### config.mk
export PLATFORM = sky130hd
export DESIGN_NAME = iob_ethoc_arb
export DESIGN_NICKNAME = d
export VERILOG_FILES = /design/src/rtl/iob_ethoc_arb_pkg.sv /design/src/rtl/iob_rr_arb2.sv /design/src/rtl/iob_ethoc_arb.sv
export SDC_FILE = /design/constraint.sdc
export NUM_CORES = 1
export LEC_CHECK = 0
export CAP_MARGIN = 40
export CORE_AREA = 4 4 106 108
export DETAILED_ROUTE_END_ITERATION = 16
export DIE_AREA = 0 0 110 112
export DONT_BUFFER_PORTS = 1
export PLACE_DENSITY = 0.68
export REMOVE_ABC_BUFFERS = 1
export SKIP_CTS_REPAIR_TIMING = 1
export SLEW_MARGIN = 10
export SYNTH_ARGS = -nofsm -noshare
export SYNTH_HDL_FRONTEND = slang
export SYNTH_HIERARCHICAL = 1
export SYNTH_SLANG_ARGS = --single-unit
### constraint.sdc
create_clock -name clk_i -period 2.6 [get_ports clk_i]
set_input_delay 0.26 -clock clk_i [delete_from_list [all_inputs] [get_ports clk_i]]
set_output_delay 0.26 -clock clk_i [all_outputs]
set_load 0.01 [all_outputs]
### src/rtl/iob_ethoc_arb_pkg.sv
// rtl/iob_ethoc_arb_pkg.sv - shared types and constants for the two-master iob_ethoc arbiter
package iob_ethoc_arb_pkg;

    typedef enum logic [1:0] {
        ST_IDLE = 2'b00,
        ST_REQ  = 2'b01,
        ST_RESP = 2'b10
    } state_t;

    localparam logic [31:0] ERR_DATA_DEFAULT = 32'hDEADBEEF;

    // Round-robin pick between two requesters: on contention the one not
    // granted last wins, otherwise the single requester wins.
    function automatic logic rr_pick(input logic [1:0] req, input logic last);
        logic pick;
        if (req == 2'b11) begin
            pick = ~last;
        end else begin
            pick = req[1];
        end
        return pick;
    endfunction

endpackage

### src/rtl/iob_rr_arb2.sv
// rtl/iob_rr_arb2.sv - two-input round-robin grant logic with last-grant register
module iob_rr_arb2
    import iob_ethoc_arb_pkg::*;
(
    input  logic       clk,
    input  logic       rst_n,
    input  logic [1:0] req,
    input  logic       grant_en,
    output logic       any_req,
    output logic       gnt_idx
);

    logic last_q;

    assign any_req = |req;

    // Winner for the current request pattern, relative to the previous grant
    always_comb begin
        gnt_idx = rr_pick(req, last_q);
    end

    // Last-grant history; reset to 1 so requester 0 wins the first contention
    always_ff @(posedge clk or negedge rst_n) begin
        if (!rst_n) begin
            last_q <= 1'b1;
        end else if (grant_en && any_req) begin
            last_q <= gnt_idx;
        end
    end

endmodule

### src/rtl/iob_ethoc_arb.sv
// rtl/iob_ethoc_arb.sv - arbitrates two IOb masters onto one iob_ethoc slave with timeout
module iob_ethoc_arb
    import iob_ethoc_arb_pkg::*;
#(
    parameter int                ADDR_W   = 16,
    parameter int                DATA_W   = 32,
    parameter int                TO_W     = 8,
    parameter int                TIMEOUT  = 200,
    parameter logic [DATA_W-1:0] ERR_DATA = ERR_DATA_DEFAULT
) (
    input  logic                clk_i,
    input  logic                arst_n_i,
    input  logic                m0_valid,
    input  logic [ADDR_W-1:0]   m0_address,
    input  logic [DATA_W-1:0]   m0_wdata,
    input  logic [DATA_W/8-1:0] m0_wstrb,
    output logic [DATA_W-1:0]   m0_rdata,
    output logic                m0_ready,
    input  logic                m1_valid,
    input  logic [ADDR_W-1:0]   m1_address,
    input  logic [DATA_W-1:0]   m1_wdata,
    input  logic [DATA_W/8-1:0] m1_wstrb,
    output logic [DATA_W-1:0]   m1_rdata,
    output logic                m1_ready,
    output logic                s_valid,
    output logic [ADDR_W-1:0]   s_address,
    output logic [DATA_W-1:0]   s_wdata,
    output logic [DATA_W/8-1:0] s_wstrb,
    input  logic [DATA_W-1:0]   s_rdata,
    input  logic                s_ready,
    output logic                err_o,
    output logic                err_id_o
);

    localparam int              STRB_W  = DATA_W / 8;
    localparam bit              TO_EN   = (TIMEOUT != 0);
    localparam logic [TO_W-1:0] TO_LAST = TO_W'((TIMEOUT == 0) ? 0 : TIMEOUT - 1);

    if (TIMEOUT >= (1 << TO_W)) begin : g_bad_timeout
        $error("TIMEOUT must be below 2**TO_W");
    end

    state_t              state_q;
    state_t              state_d;
    logic                any_req;
    logic                gnt_idx;
    logic                grant_q;
    logic [ADDR_W-1:0]   addr_q;
    logic [DATA_W-1:0]   wdata_q;
    logic [STRB_W-1:0]   wstrb_q;
    logic [DATA_W-1:0]   rdata_q;
    logic [TO_W-1:0]     cnt_q;
    logic                to_flag_q;
    logic                err_id_q;
    logic                hit_to;

    iob_rr_arb2 u_rr (
        .clk      (clk_i),
        .rst_n    (arst_n_i),
        .req      ({m1_valid, m0_valid}),
        .grant_en (state_q == ST_IDLE),
        .any_req  (any_req),
        .gnt_idx  (gnt_idx)
    );

    // The slave has had its last allowed cycle and still has not answered
    assign hit_to = TO_EN && !s_ready && (cnt_q == TO_LAST);

    // Forwarded request is held in registers so it stays stable through REQ
    assign s_address = addr_q;
    assign s_wdata   = wdata_q;
    assign s_wstrb   = wstrb_q;
    assign m0_rdata  = rdata_q;
    assign m1_rdata  = rdata_q;
    assign err_id_o  = err_id_q;

    // State register
    always_ff @(posedge clk_i or negedge arst_n_i) begin
        if (!arst_n_i) begin
            state_q <= ST_IDLE;
        end else begin
            state_q <= state_d;
        end
    end

    // Next state and per-state outputs
    always_comb begin
        state_d  = state_q;
        s_valid  = 1'b0;
        m0_ready = 1'b0;
        m1_ready = 1'b0;
        err_o    = 1'b0;
        unique case (state_q)
            ST_IDLE: begin
                if (any_req) begin
                    state_d = ST_REQ;
                end
            end
            ST_REQ: begin
                s_valid = 1'b1;
                if (s_ready || hit_to) begin
                    state_d = ST_RESP;
                end
            end
            ST_RESP: begin
                m0_ready = ~grant_q;
                m1_ready = grant_q;
                err_o    = to_flag_q;
                state_d  = ST_IDLE;
            end
            default: begin
                state_d = ST_IDLE;
            end
        endcase
    end

    // Request latching, response capture and timeout bookkeeping
    always_ff @(posedge clk_i or negedge arst_n_i) begin
        if (!arst_n_i) begin
            grant_q   <= 1'b0;
            addr_q    <= '0;
            wdata_q   <= '0;
            wstrb_q   <= '0;
            rdata_q   <= '0;
            cnt_q     <= '0;
            to_flag_q <= 1'b0;
            err_id_q  <= 1'b0;
        end else begin
            unique case (state_q)
                ST_IDLE: begin
                    if (any_req) begin
                        grant_q   <= gnt_idx;
                        addr_q    <= gnt_idx ? m1_address : m0_address;
                        wdata_q   <= gnt_idx ? m1_wdata : m0_wdata;
                        wstrb_q   <= gnt_idx ? m1_wstrb : m0_wstrb;
                        cnt_q     <= '0;
                        to_flag_q <= 1'b0;
                    end
                end
                ST_REQ: begin
                    if (s_ready) begin
                        rdata_q   <= s_rdata;
                        to_flag_q <= 1'b0;
                    end else if (hit_to) begin
                        rdata_q   <= ERR_DATA;
                        to_flag_q <= 1'b1;
                        err_id_q  <= grant_q;
                    end else begin
                        cnt_q <= cnt_q + 1'b1;
                    end
                end
                default: begin
                end
            endcase
        end
    end

endmodule

## Word level (Yosys, flattened, before mapping)

Cells that the tools add are included.

| operators by class | value |
|---|---|
| add/subtract/negate cells | 1 |
| eq/ne operators | 9 |
| mux-type cells | 21 |
| bitwise gates (word level) | 3 |
| reduce and logical (&&, ||, !) cells | 14 |

Operators with widths:

| operator | count |
|---|---|
| 2-to-1 mux 32 bit | 3 |
| 2-to-1 mux 8 bit | 3 |
| 2-to-1 mux 16 bit | 1 |
| case mux 8 bit (2 select lines) | 1 |
| adder 8 x 1 -> 8 bit, second input constant | 1 |
| equality test 8 bit, second input constant | 1 |
| 2-to-1 mux 1 bit | 8 |
| inequality test 2 bit, second input constant | 4 |
| AND reduction 2 bit | 3 |
| AND reduction 3 bit | 2 |
| equality test 2 bit, second input constant | 2 |
| 2-to-1 mux 2 bit | 2 |
| 2-to-1 mux 4 bit | 1 |
| case mux 2 bit (2 select lines) | 1 |
| AND reduction 4 bit | 1 |
| nonzero test 2 bit | 2 |
| inequality test 3 bit, second input constant | 1 |
| inverter 1 bit | 3 |
| equality test 2 x 1 -> 1 bit, second input constant | 1 |
| logical AND 1 bit | 2 |
| logical NOT 2 bit | 1 |
| case mux 1 bit (2 select lines) | 1 |
| OR reduction 2 bit | 1 |
| logical NOT 1 bit | 1 |
| logical OR 1 bit | 1 |

| word-level totals | value |
|---|---|
| flip-flop bits (word level) | 98 |
| bits of input ports | 141 |
| word-level logic and storage cells | 58 |

## Longest topological paths before layout

| depth | value |
|---|---|
| depth after elaboration | 5 |
| depth in mapped cells | 7 |

## Modules after synthesis

The synthesis kept the hierarchy.

By module, submodules not included:

| module | times used | cells an instance | area an instance (µm²) |
|---|---|---|---|
| iob_ethoc_arb | 1 | 406 | 4,494.3 |
| iob_rr_arb2 | 1 | 5 | 51.3 |

## Worst setup path after synthesis

No wires, ideal clock.

| timing path | value |
|---|---|
| kind | register -> register |
| start point | register cnt_q[0] |
| end point | register cnt_q[6] |
| setup time | 0.118 ns |
| arrival time | 1.587 ns |
| slack | 0.894 ns |
| cell stages (with the launch flop) | 6 |
| path through | dfrtp_1 > ha_1 > nand4_2 > o41ai_2 > mux2_2 > a21o_1 |

| between the ends | value |
|---|---|
| word-level cells in the longest chain between the ends | 4 |

Ends and longest elaborated chain:

| what | line | source |
|---|---|---|
| start, declared | iob_ethoc_arb.sv:52 | `logic [TO_W-1:0] cnt_q;` |
| start signal, assigned | iob_ethoc_arb.sv:149 | `cnt_q <= cnt_q + 1'b1;` |
| adder 8 x 1 -> 8 bit or equality test 8 bit (tied branches) | iob_ethoc_arb.sv:149, iob_ethoc_arb.sv:67 |  |
| 2-to-1 mux 8 bit or logical AND 1 bit (tied branches) | iob_ethoc_arb.sv:144, iob_ethoc_arb.sv:67 |  |
| 2-to-1 mux 8 bit or inequality test 2 bit (tied branches) | -- |  |
| case mux 8 bit (2 select lines) or AND reduction 4 bit (tied branches) | -- |  |

Parallel ways exist; a longest one is shown, timed or not. The select of a mux whose other input is x is not followed.
A chain may end at the register's enable or synchronous reset.

## Final worst setup path

| timing path | value |
|---|---|
| start point | register cnt_q[0] |
| end point | register rdata_q[25] (netlist: m0_rdata[25]) |

| between the ends | value |
|---|---|
| word-level cells in the longest chain between the ends | 4 |

Ends and longest elaborated chain:

| what | line | source |
|---|---|---|
| equality test 8 bit | iob_ethoc_arb.sv:67 | `assign hit_to = TO_EN && !s_ready && (cnt_q == TO_LAST);` |
| logical AND 1 bit | iob_ethoc_arb.sv:67 |  |
| nonzero test 2 bit (no source line) | -- |  |
| AND reduction 2 bit (no source line) | -- |  |
| end signal, assigned | iob_ethoc_arb.sv:142 | `rdata_q <= s_rdata;` |
| end, declared | iob_ethoc_arb.sv:51 | `logic [DATA_W-1:0] rdata_q;` |

No other way between the ends.

==> summary.txt <==
Global routing
  – Met3 usage: 0.0591
  – Global-route layer with the greatest usage: met2
  – Global-route wire length before repair: ~16,000 um
  – Total routing resource utilization after global routing: 0.173
  – Met2 GRT Util: 0.312
  – Number of antenna violations at the first check in global routing: 0
  – Vias in the first global route: a little over 3k
  – Global route total overflow: 0
  – Met1 Usage GRT: 0.188
  – Maximum number of pins on one net before global-route repair: 99

Timing
  – Worst slew pin tran: 0.633 ns
  – Final-report hold violation count: 0
  – Tmin final: between 1.5 and 2 ns
  – Final worst path period share: 0.724
  – Post-route worst setup slack: between 0.7 and 0.8 ns
  – Fin. max-slew vios: 0
  – Setup repair after global routing missed its margin: no
  – Max-slew headroom: 0.578
  – Final setup violation count: 0
  – Final setup skew: 0.00691 ns
  – Upper clock frequency limit: about 530 MHz

Detailed routing
  – DRT antenna net count: 0
  – Routed Wire Length: between 10,000 and 15,000 um
  – Initial detailed-routing violation count: around 220
  – Routed WL per cell: between 20 and 25 um
  – Number of DRC violations after detailed routing: 0
  – Total via count after detailed routing: 2,846
  – Length of the first detailed-routing pass in iterations: 4
  – Vias per Instance: around 5.6

Job
  – Number of max-capacitance violations reported: 0

Setup path
  – Startpoint kind of the worst setup timing path: flop
  – Largest fanout of any net on the critical path: 34
  – Kind of capture point of the worst setup path: flop
  – Worst Path Required: 2.84 ns
  – Standard cell with the maximum stage delay on the critical path: dfrtp_1
  – Critical path's top delay family: compound AO/OA/AOI/OAI gates
  – Worst Path Arrival: between 2 and 2.5 ns
  – Number of buffers and inverters on the critical path: 1
  – Crit Path Category: reg2reg
  – Delay contributed by the slowest stage of the critical path: 0.40 ns
  – Worst-path cell chain: ha_1 -> nand4_2 -> nor4_2 -> o21ai_2 -> buf_4 -> a221o_1

Place
  – Cells after DPL: approximately 490
  – Worst setup slack after placement: roughly 0.72 ns
  – Detailed placement HPWL: roughly 8000 um
  – Global placer's final weighted congestion: 0.764
  – Quantity of I/O buffers inserted on ports: 0

Clock tree
  – Post-CTS clock slew at the launch and capture registers of the worst setup and hold paths: approximately 0.09 ns
  – Clock root cell: clkbuf_8
  – Sinks on Clock Net: 98
  – Clock H-tree levels: 3
  – Worst-Skew Late Latency: about 0.36 ns
  – Buffers from clock root to sink, at most: 2
  – Clock tree from TritonCTS: built
  – Clock buffer count from CTS: 9

Logic synthesis
  – Syn Inst Count: approximately 400
  – Area of the mapped netlist: about 4500 um^2
  – Synthesis Warnings: 6
  – Number of synthesized register bits: approximately 100
  – Sequential share of the synthesized area: 0.540
  – Number of distinct library cells after synthesis: 37
  – Mean post-synth cell area: 11.1 um^2

Final layout
  – Fraction of final layout cells sized beyond drive strength 1: 0.0989
  – Top library cells by usage in the layout, fill and taps aside: dfrtp_1, o21ai_0, nand2_1, mux2i_1, a221o_1
  – Cell Count, Final, Fillers Out: 510
  – Synthesis-to-layout area growth: 1.16%
  – Most common cell after layout, fill and taps aside: dfrtp_1
  – Number of inserted diodes: 0
  – Final #Nets: roughly 500

Floorplan
  – Placement Rows: 37
  – Chip Height: roughly 110 um
  – Number of I/O pins: approximately 260
  – Floorplan Core Area: 10,200 um^2
  – Starting utilization of the core area: 0.444
  – Floorplan die area: approximately 12,000 um^2
  – Width of the chip: between 100 and 150 um

Outcome
  – Status: finished clean

Power
  – Leakage power: ~2.1 nW
  – Power density over cell area: roughly 1200 nW/um^2
  – Worst supply voltage drop on vdd: between 0.4 and 0.5 mV

Hold path
  – Type of the most critical hold path: in2reg
-- state kept, by name (all words and copies together), names as in the netlist --
register	count
cnt_q	8
err_id_o	1
grant_q	1
m0_rdata	32
s_address	16
s_wdata	32
s_wstrb	4
state_q	2
to_flag_q	1
u_rr/last_q	1
-- power breakdown --
| group | leakage (nW) | total (mW) | internal (mW) | switching, mW |
|---|---|---|---|---|
| registers | 1.22 | 3.26 | 2.20 | 1.06 |
| logic | 0.778 | 1.34 | 0.593 | 0.742 |
| clock network | 0.0769 | 0.844 | 0.336 | 0.508 |
| total | 2.08 | 5.44 | 3.13 | 2.31 |
-- Yosys cell counts, drive strengths merged --
| library cell | instances | area share |
|---|---|---|
| dfrtp | 97 | 0.53 |
| o21ai | 59 | 0.066 |
| nand2 | 58 | 0.048 |
| buf | 55 | 0.083 |
| mux2i | 52 | 0.11 |
| a221o | 24 | 0.053 |
| a22o | 8 | 0.015 |
| nand3 | 8 | 0.0088 |
| clkbuf | 7 | 0.0058 |
| a21oi | 4 | 0.0044 |
| and3 | 4 | 0.0055 |
| inv | 4 | 0.0033 |
| a31o | 3 | 0.0058 |
| and2 | 3 | 0.0041 |
| nor3b | 3 | 0.0061 |
| a31oi | 2 | 0.0028 |
| mux2 | 2 | 0.0050 |
| nand4 | 2 | 0.0041 |
| nor2 | 2 | 0.0017 |
| nor3 | 2 | 0.0022 |
| or3 | 2 | 0.0028 |
| a21boi | 1 | 0.0017 |
| a21o | 1 | 0.0017 |
| dfstp | 1 | 0.0058 |
| ha | 1 | 0.0028 |
| nand2b | 1 | 0.0014 |
| nand4b | 1 | 0.0019 |
| nor2b | 1 | 0.0019 |
| nor4 | 1 | 0.0028 |
| o41ai | 1 | 0.0036 |
| or2 | 1 | 0.0014 |
-- cells by family (layout without fill, tap and decap cells) --
logic type,after synthesis,in the layout,synth area share
multiplexers,54,54,0.119
AND/OR/NAND/NOR,89,89,0.0925
AO/OA/AOI/OAI,103,103,0.154
flip-flops,98,98,0.540
buffers and inverters,66,29,0.0917
adder cells (fa/ha/maj),1,1,0.00275
-- area by class of cell --
cell class	count	area, um^2
sequential	98	2450
tap	136	170
clock inverter	5	33.8
fill	935	5630
timing repair buffer	11	108
inverter	4	15.0
clock buffer	9	124
multi-input combinational	247	1690
-- path summary, 6_finish.rpt --
check	to	from	depth (start not counted)	slack [ns]
hold reg to reg	to_flag_q$_DFFE_PN0P_	to_flag_q$_DFFE_PN0P_	1	0.52
min in group asynchronous	m0_rdata[10]$_DFFE_PN0P_	arst_n_i	2	0.47
max in group asynchronous	s_address[11]$_DFFE_PN0P_	arst_n_i	2	1.71
hold / removal	m0_rdata[17]$_DFFE_PN0P_	s_rdata[17]	1	0.03
setup reg to reg	m0_rdata[25]$_DFFE_PN0P_	cnt_q[0]$_DFFE_PN0P_	6	0.72
setup / recovery	m0_rdata[25]$_DFFE_PN0P_	cnt_q[0]$_DFFE_PN0P_	6	0.72
-- per-stage QoR --
step                      hold WS [ns]  instance area [um^2]  utilization  total power, mW  TNS [ns]
after floorplan                -0.0356                  4140            -             4.20   -211.10
after global placement         -0.0334                  4390        0.429             4.55         0
after detailed placement       -0.0334                  4390        0.429             4.65         0
after CTS                       -0.433                  4550        0.445             5.51         0
after global routing           0.00425                  4600        0.449             5.91         0
final                           0.0326                  4600        0.449             5.44         0
-- metal layers --
layer / share of wire / vias to the layer above
li1: - / 1343
met1: 0.37 / 1323
met2: 0.52 / 173
met3: 0.095 / 7
met4: 0.013 / 0
met5: 0 / -
Note: power is estimated with default switching activity, not from simulation.
